[src/rtl/cic_comb_decim.sv]
// cic_comb_decim
// Decimating comb half of a CIC decimator. Every r-th valid integrator sample
// is captured, then pushed through n cascaded differentiators (delay m). All
// arithmetic wraps at w bits so the wrapping integrators upstream cancel out.
module cic_comb_decim #(
    parameter int w = 10,
    parameter int r = 8,
    parameter int m = 1,
    parameter int n = 3
) (
    input  logic         clk,
    input  logic         rstn,
    input  logic         clr,
    input  logic [w-1:0] din,
    input  logic         din_vld,
    output logic [w-1:0] dout,
    output logic         dout_vld
);

    localparam int cw = (r > 1) ? $clog2(r) : 1;
    localparam logic [cw-1:0] cnt_last = cw'(r - 1);

    logic [cw-1:0] cnt;
    logic          s0;
    logic [w-1:0]  x0;
    // stb[k] is high in the cycle in which comb stage k updates
    logic [n:1]    stb;
    logic [w-1:0]  stage_in  [1:n];
    logic [w-1:0]  stage_out [1:n];

    assign s0 = din_vld && (cnt == cnt_last);

    // decimation phase counter: advances on valid input, wraps at r-1
    always_ff @(posedge clk or negedge rstn) begin
        if (!rstn) begin
            cnt <= '0;
        end else if (clr) begin
            cnt <= '0;
        end else if (din_vld) begin
            if (cnt == cnt_last) begin
                cnt <= '0;
            end else begin
                cnt <= cnt + 1'b1;
            end
        end
    end

    // decimated sample register, loaded on the last sample of each period
    always_ff @(posedge clk or negedge rstn) begin
        if (!rstn) begin
            x0 <= '0;
        end else if (clr) begin
            x0 <= '0;
        end else if (s0) begin
            x0 <= din;
        end
    end

    // strobe pipeline following the sample through the comb stages
    always_ff @(posedge clk or negedge rstn) begin
        if (!rstn) begin
            stb      <= '0;
            dout_vld <= 1'b0;
        end else if (clr) begin
            stb      <= '0;
            dout_vld <= 1'b0;
        end else begin
            stb[1] <= s0;
            for (int k = 2; k <= n; k++) begin
                stb[k] <= stb[k-1];
            end
            dout_vld <= stb[n];
        end
    end

    genvar k;
    generate
        for (k = 1; k <= n; k++) begin : g_stage
            logic [w-1:0] dly [0:m-1];
            logic [w-1:0] y_q;

            if (k == 1) begin : g_first
                assign stage_in[k] = x0;
            end else begin : g_next
                assign stage_in[k] = stage_out[k-1];
            end

            // differentiator: subtract the input seen m strobes ago, wrap at w bits
            always_ff @(posedge clk or negedge rstn) begin
                if (!rstn) begin
                    y_q <= '0;
                    for (int j = 0; j < m; j++) begin
                        dly[j] <= '0;
                    end
                end else if (clr) begin
                    y_q <= '0;
                    for (int j = 0; j < m; j++) begin
                        dly[j] <= '0;
                    end
                end else if (stb[k]) begin
                    y_q    <= stage_in[k] - dly[m-1];
                    dly[0] <= stage_in[k];
                    for (int j = 1; j < m; j++) begin
                        dly[j] <= dly[j-1];
                    end
                end
            end

            assign stage_out[k] = y_q;
        end
    endgenerate

    // the last stage register holds its value between strobes
    assign dout = stage_out[n];

endmodule

[config.mk]
export PLATFORM = sky130hd
export DESIGN_NAME = cic_comb_decim
export DESIGN_NICKNAME = d
export VERILOG_FILES = /design/src/rtl/cic_comb_decim.sv
export SDC_FILE = /design/constraint.sdc
export NUM_CORES = 1
export LEC_CHECK = 0
export BUFFER_PORTS_ARGS = -buffer_cell sky130_fd_sc_hd__buf_4
export CORE_AREA = 4 4 109 111
export DETAILED_ROUTE_END_ITERATION = 7
export DIE_AREA = 0 0 113 115
export SLEW_MARGIN = 15
export SYNTH_ARGS = -nofsm -noshare
export SYNTH_HDL_FRONTEND = slang
export SYNTH_SLANG_ARGS = --single-unit
[constraint.sdc]
create_clock -name clk -period 1.8 [get_ports clk]
set_clock_uncertainty 0.15 [all_clocks]
set_input_delay 0.18 -clock clk [delete_from_list [all_inputs] [get_ports clk]]
set_output_delay 0.18 -clock clk [all_outputs]
set_load 0.01 [all_outputs]
======== Yosys cells after proc, flatten, opt, wreduce, memory -nomap -nowiden ========
Index checks and enable logic that the tools add are counted.
word-level totals
  bits in registers ....................... 77
  output and inout bits ................... 11
  word-level logic and storage cells ...... 40
cells by class
  reduce and logical (&&, ||, !) cells .... 6
  $add $sub $neg .......................... 4
  multiplexer cells ....................... 19
  eq/ne operators ......................... 1
operators with widths
  operator               number
  $mux W10               14
  $sub A10 B10 Y10       3
  $mux W3                4
  $reduce_bool A2 Y1     5
  $add A3 B1 Y3 const B  1
  $eq A3 B3 Y1 const B   1
  $logic_and A1 B1 Y1    1
  $mux W1                1

======== Logic depth before layout (Yosys ltp) ========
  word-level depth ........................ 4
  depth in mapped cells ................... 7
  depth with buffers taken out ............ 7

======== Worst setup path after synthesis ========
OpenSTA, ideal clock, no wires.
  path kind ............................... reg2reg
  start ................................... register g_stage[1].y_q[6]
  end ..................................... register g_stage[2].y_q[8]
  stages on the path, launching flop included .. 7
  library setup time ...................... 140 ps
  setup slack ............................. -75 ps
  arrival ................................. 1585 ps
  required time ........................... 1510 ps
  path through ............................ dfrtp_1 -> ha_1 -> buf_6 -> a21o_1 -> or3_1 -> o2111ai_1 -> o221ai_2
on the way
  cells in the longest elaborated chain, start to end .. 3
RTL lines
  item                    RTL line  RTL
  from (decl)             80        logic [w-1:0] y_q;
  from (signal assigned)  101       y_q <= stage_in[k] - dly[m-1];
  $sub A10 B10 Y10        101
  $mux W10                100       end else if (stb[k]) begin
  $mux W10                95        end else if (clr) begin
  to (signal assigned)    101
  to (decl)               80
No other way between the ends. The select of a mux whose other input is x is not followed.
A chain may end at the register's enable or synchronous reset.

======== Final worst setup path ========
  start ................................... register x0[0]
  end ..................................... register g_stage[1].y_q[8]
on the way
  cells in the longest elaborated chain, start to end .. 3
RTL lines
  item                    RTL line  RTL
  from (decl)             25        logic [w-1:0] x0;
  from (signal assigned)  55        x0 <= din;
  $sub A10 B10 Y10        101
  $mux W10                100
  $mux W10                95
No other way between the ends. The select of a mux whose other input is x is not followed.

==> impl_metrics.toml <==
[power_and_ir_drop]
peakVddDrop_mv = 0.396
leakage_uw = 0.00263
finalPower_uw = 3390
internal_power_uw = 2580
swShare = 0.239
powerDensity_nw_per_um2 = 560
netSwitchingPower_uw = 810
clockPowerShare = 0.445
seqPwrFrac = 0.512
p_comb_frac = 0.043

[timing]
finalSetupViolCount = 10
finalMaxSlewViolations = 0
slew_headroom = 0.697
min_period_ns = 1.91
setup_slack_ns = -0.108
timing.final.crit_share = 1.06
rsz0062_at_grt = "yes"
hold_violations = 0
max_freq_mhz = 524
worstMarginPinSlew_ns = 0.455

[floorplanning]
io_pins = 25
die_area_um2 = 13000
num_rows = 38
die_y_um = 115
start_util = 0.433
die_w_um = 113
coreArea_um2 = 10800

[synth]
syn_avg_cell_area_um2 = 9.22
syn_area_um2 = 4670
yosys.cell_types.count = 38
yosysWarnings = 0
synth_seq_area_share = 0.412
synthesis.nets = 553
syn_inst = 507
synth-seq-cells = 77

[place]
dp_cells = 708
dp_hpwl_um = 7730
placed_cell_area_um2 = 5390
numPortBuffers = 24
routabilityCongestion = 0.838

[critical_path]
rr_startpoint = "x0[0]"
worstSetupStartpointType = "flop"
startpoint = "x0[0]"
worstSetupEndpointType = "flop"
cp.required_ns = 1.90
critical_path_class = "reg -> reg"
arrival_ns = 2.01
cp_max_fo = 5

[route]
drtAntennaViolNets = 0
postRouteWirelength_um = 11100
num_vias = 3978
first_pass_iters = 4
wire_per_inst_um = 15.1
drtIter0Drc = 213
via_per_inst = 5.38
drc = 0

[clock_tree]
cts_htree_levels = 3
clkSinkCount = 77
cts_tree = "built"
clk_pin_slew_ns = 0.08
cts_root_buffer = "clkbuf_8"
cts_inserted_buffers = 9
cts_buffer_depth = 2
clk_latency_ns = 0.37

[finish]
synthToLayoutAreaGrowth_pct = 29.3
final_layout_size_suffix_gt1_frac = 0.272
stdcell_count = 739
diodes = 0
post-route-cell-area_um2 = 6040
nets = 640

[hold_path]
holdCritPathClass = "in -> reg"
min_from = "clr"

[outcome]
status = "finished with violations"
violations = "negative setup slack"

[grt]
grt_antenna_before_repair = 0
grtUsageMet2 = 0.309
grt_usage = 0.182
grt_pass1_vias = 3971
busiest_layer = "met2"
grt_overflow = 0
globalRouteMet3Util = 0.0389
grt_use_met1 = 0.231
grt_pass1_wl_um = 19100
grt_max_degree = 40

[flow_run]
cap_violations = 0
-- cell type report --
class | instances | area, um^2
clock buffer | 9 | 124
clock inverter | 7 | 98.8
fill | 943 | 4750
inverter | 42 | 158
multi-input combinational | 364 | 2760
sequential | 77 | 1930
tap | 140 | 175
timing repair buffer | 100 | 801
-- worst max-delay path: stages (launching register included) --
cell and delay, ns:
dfrtp_1 0.38, inv_1 0.06, ha_2 0.20, fa_2 0.22, nor2b_2 0.05, o31a_1 0.36, o2111ai_1 0.25, o221ai_2 0.12
-- layer usage --
layer	part of all wire	vias to the layer above
met4	0.017	0
met5	0	-
met2	0.49	82
met3	0.038	16
met1	0.45	1908
li1	-	1972
-- cell usage in the layout (no fill, tap or decap), drive strengths merged, types with 4 or more instances in the layout --
master,synthesis,final
nand2,39,39
nand4,7,7
nor3,5,5
inv,40,41
dfrtp,77,77
o21a,21,21
dlygate4sd3,0,12
o211ai,11,11
a21oi,29,29
ha,29,29
mux2i,35,35
clkinv,2,6
nor2,77,77
or3,6,6
a211oi,8,8
o2111ai,15,15
a31oi,4,4
xnor2,5,5
nand3,8,8
a32oi,4,4
clkbuf,6,9
o221ai,4,4
o21ai,15,15
nor2b,13,13
buf,18,88
-- registers in the layout (all words and copies together) (netlist names) --
| name | cells |
|---|---|
| g_stage.y_q | 20 |
| dout | 10 |
| cnt | 3 |
| x0 | 10 |
| stb | 3 |
| dout_vld | 1 |
| g_stage.dly | 30 |
-- cells in the mapped netlist --
cell type	number	area, um^2
nor2b_1	13	81.3
ha_1	29	363
o211ai_1	11	82.6
buf_6	2	22.5
a2111o_1	3	33.8
nor3_1	5	25.0
mux2i_1	35	350
and3_1	2	12.5
clkbuf_1	6	22.5
dfrtp_1	77	1930
inv_1	40	150
nand2b_1	3	18.8
nand3_1	8	40.0
mux2_2	1	11.3
a211o_1	3	26.3
a32oi_1	4	35.0
a31oi_1	4	25.0
buf_2	10	50.1
nor4b_1	2	17.5
o221ai_2	4	60.1
a211oi_1	8	60.1
xnor2_1	5	43.8
nand2_1	39	146
buf_1	6	22.5
o21a_1	21	158
o2111ai_1	15	131
clkinv_1	2	7.51
a21bo_2	3	30.0
a22oi_1	1	7.51
a21oi_1	29	145
and2_1	2	12.5
or3_1	6	37.5
o31a_1	3	26.3
nand4_1	7	43.8
fa_1	3	60.1
a21o_1	3	22.5
o21ai_0	15	75.1
nor2_1	77	289
-- per-stage QoR --
step / worst slack [ns] / setup TNS [ns] / utilization / hold WS [ns]
3_5_place_dp: -0.140 / -1.08 / 0.499 / -0.0166
6_report: -0.108 / -0.611 / 0.560 / 0.0977
2_1_floorplan: -0.0747 / -0.298 / - / -0.266
3_3_place_gp: -0.127 / -0.765 / 0.499 / -0.0223
5_1_grt: -0.191 / -1.52 / 0.560 / 0.108
4_1_cts: -0.110 / -0.658 / 0.547 / 0.0783
-- path summary, 6_finish.rpt --
check                                          to  slack (ns)  cells past startpoint
min in group asynchronous                dout_vld        0.11                      2
worst min-delay path            g_stage[3].dly[7]         0.1                      2
worst min register to register  g_stage[2].dly[8]        0.37                      2
worst max-delay path            g_stage[1].y_q[8]       -0.11                      7
worst max register to register  g_stage[1].y_q[8]       -0.11                      7
max in group asynchronous       g_stage[2].y_q[6]        0.80                      3
-- power by group through the flow --
stage               sequential [uW]  clock [uW]  combinational [uW]
floorplan                      1770           0                42.2
global placement               1770           0                 127
detailed placement             1770           0                 128
CTS                            1730        1570                 149
global route                   1730        1630                 166
finish                         1730        1510                 145
-- what timing repair did --
action | CTS | global route
hold endpoints to repair | 89 | 0
gates cloned | 0 | 0
setup buffers | 2 | 1
hold buffers | 12 | 0
endpoints found under the setup margin | 17 | 20
pin swaps | 12 | 20
gates resized for setup | 28 | 30
-- kinds of logic after synthesis --
family,share of synthesized area
flops,0.412
buf+inv,0.0589
simple gates,0.155
xor+xnor,0.00937
compound gates,0.197
fa+ha+maj,0.0905
mux,0.0774
No activity file was read; power rests on OpenSTA's default activity.
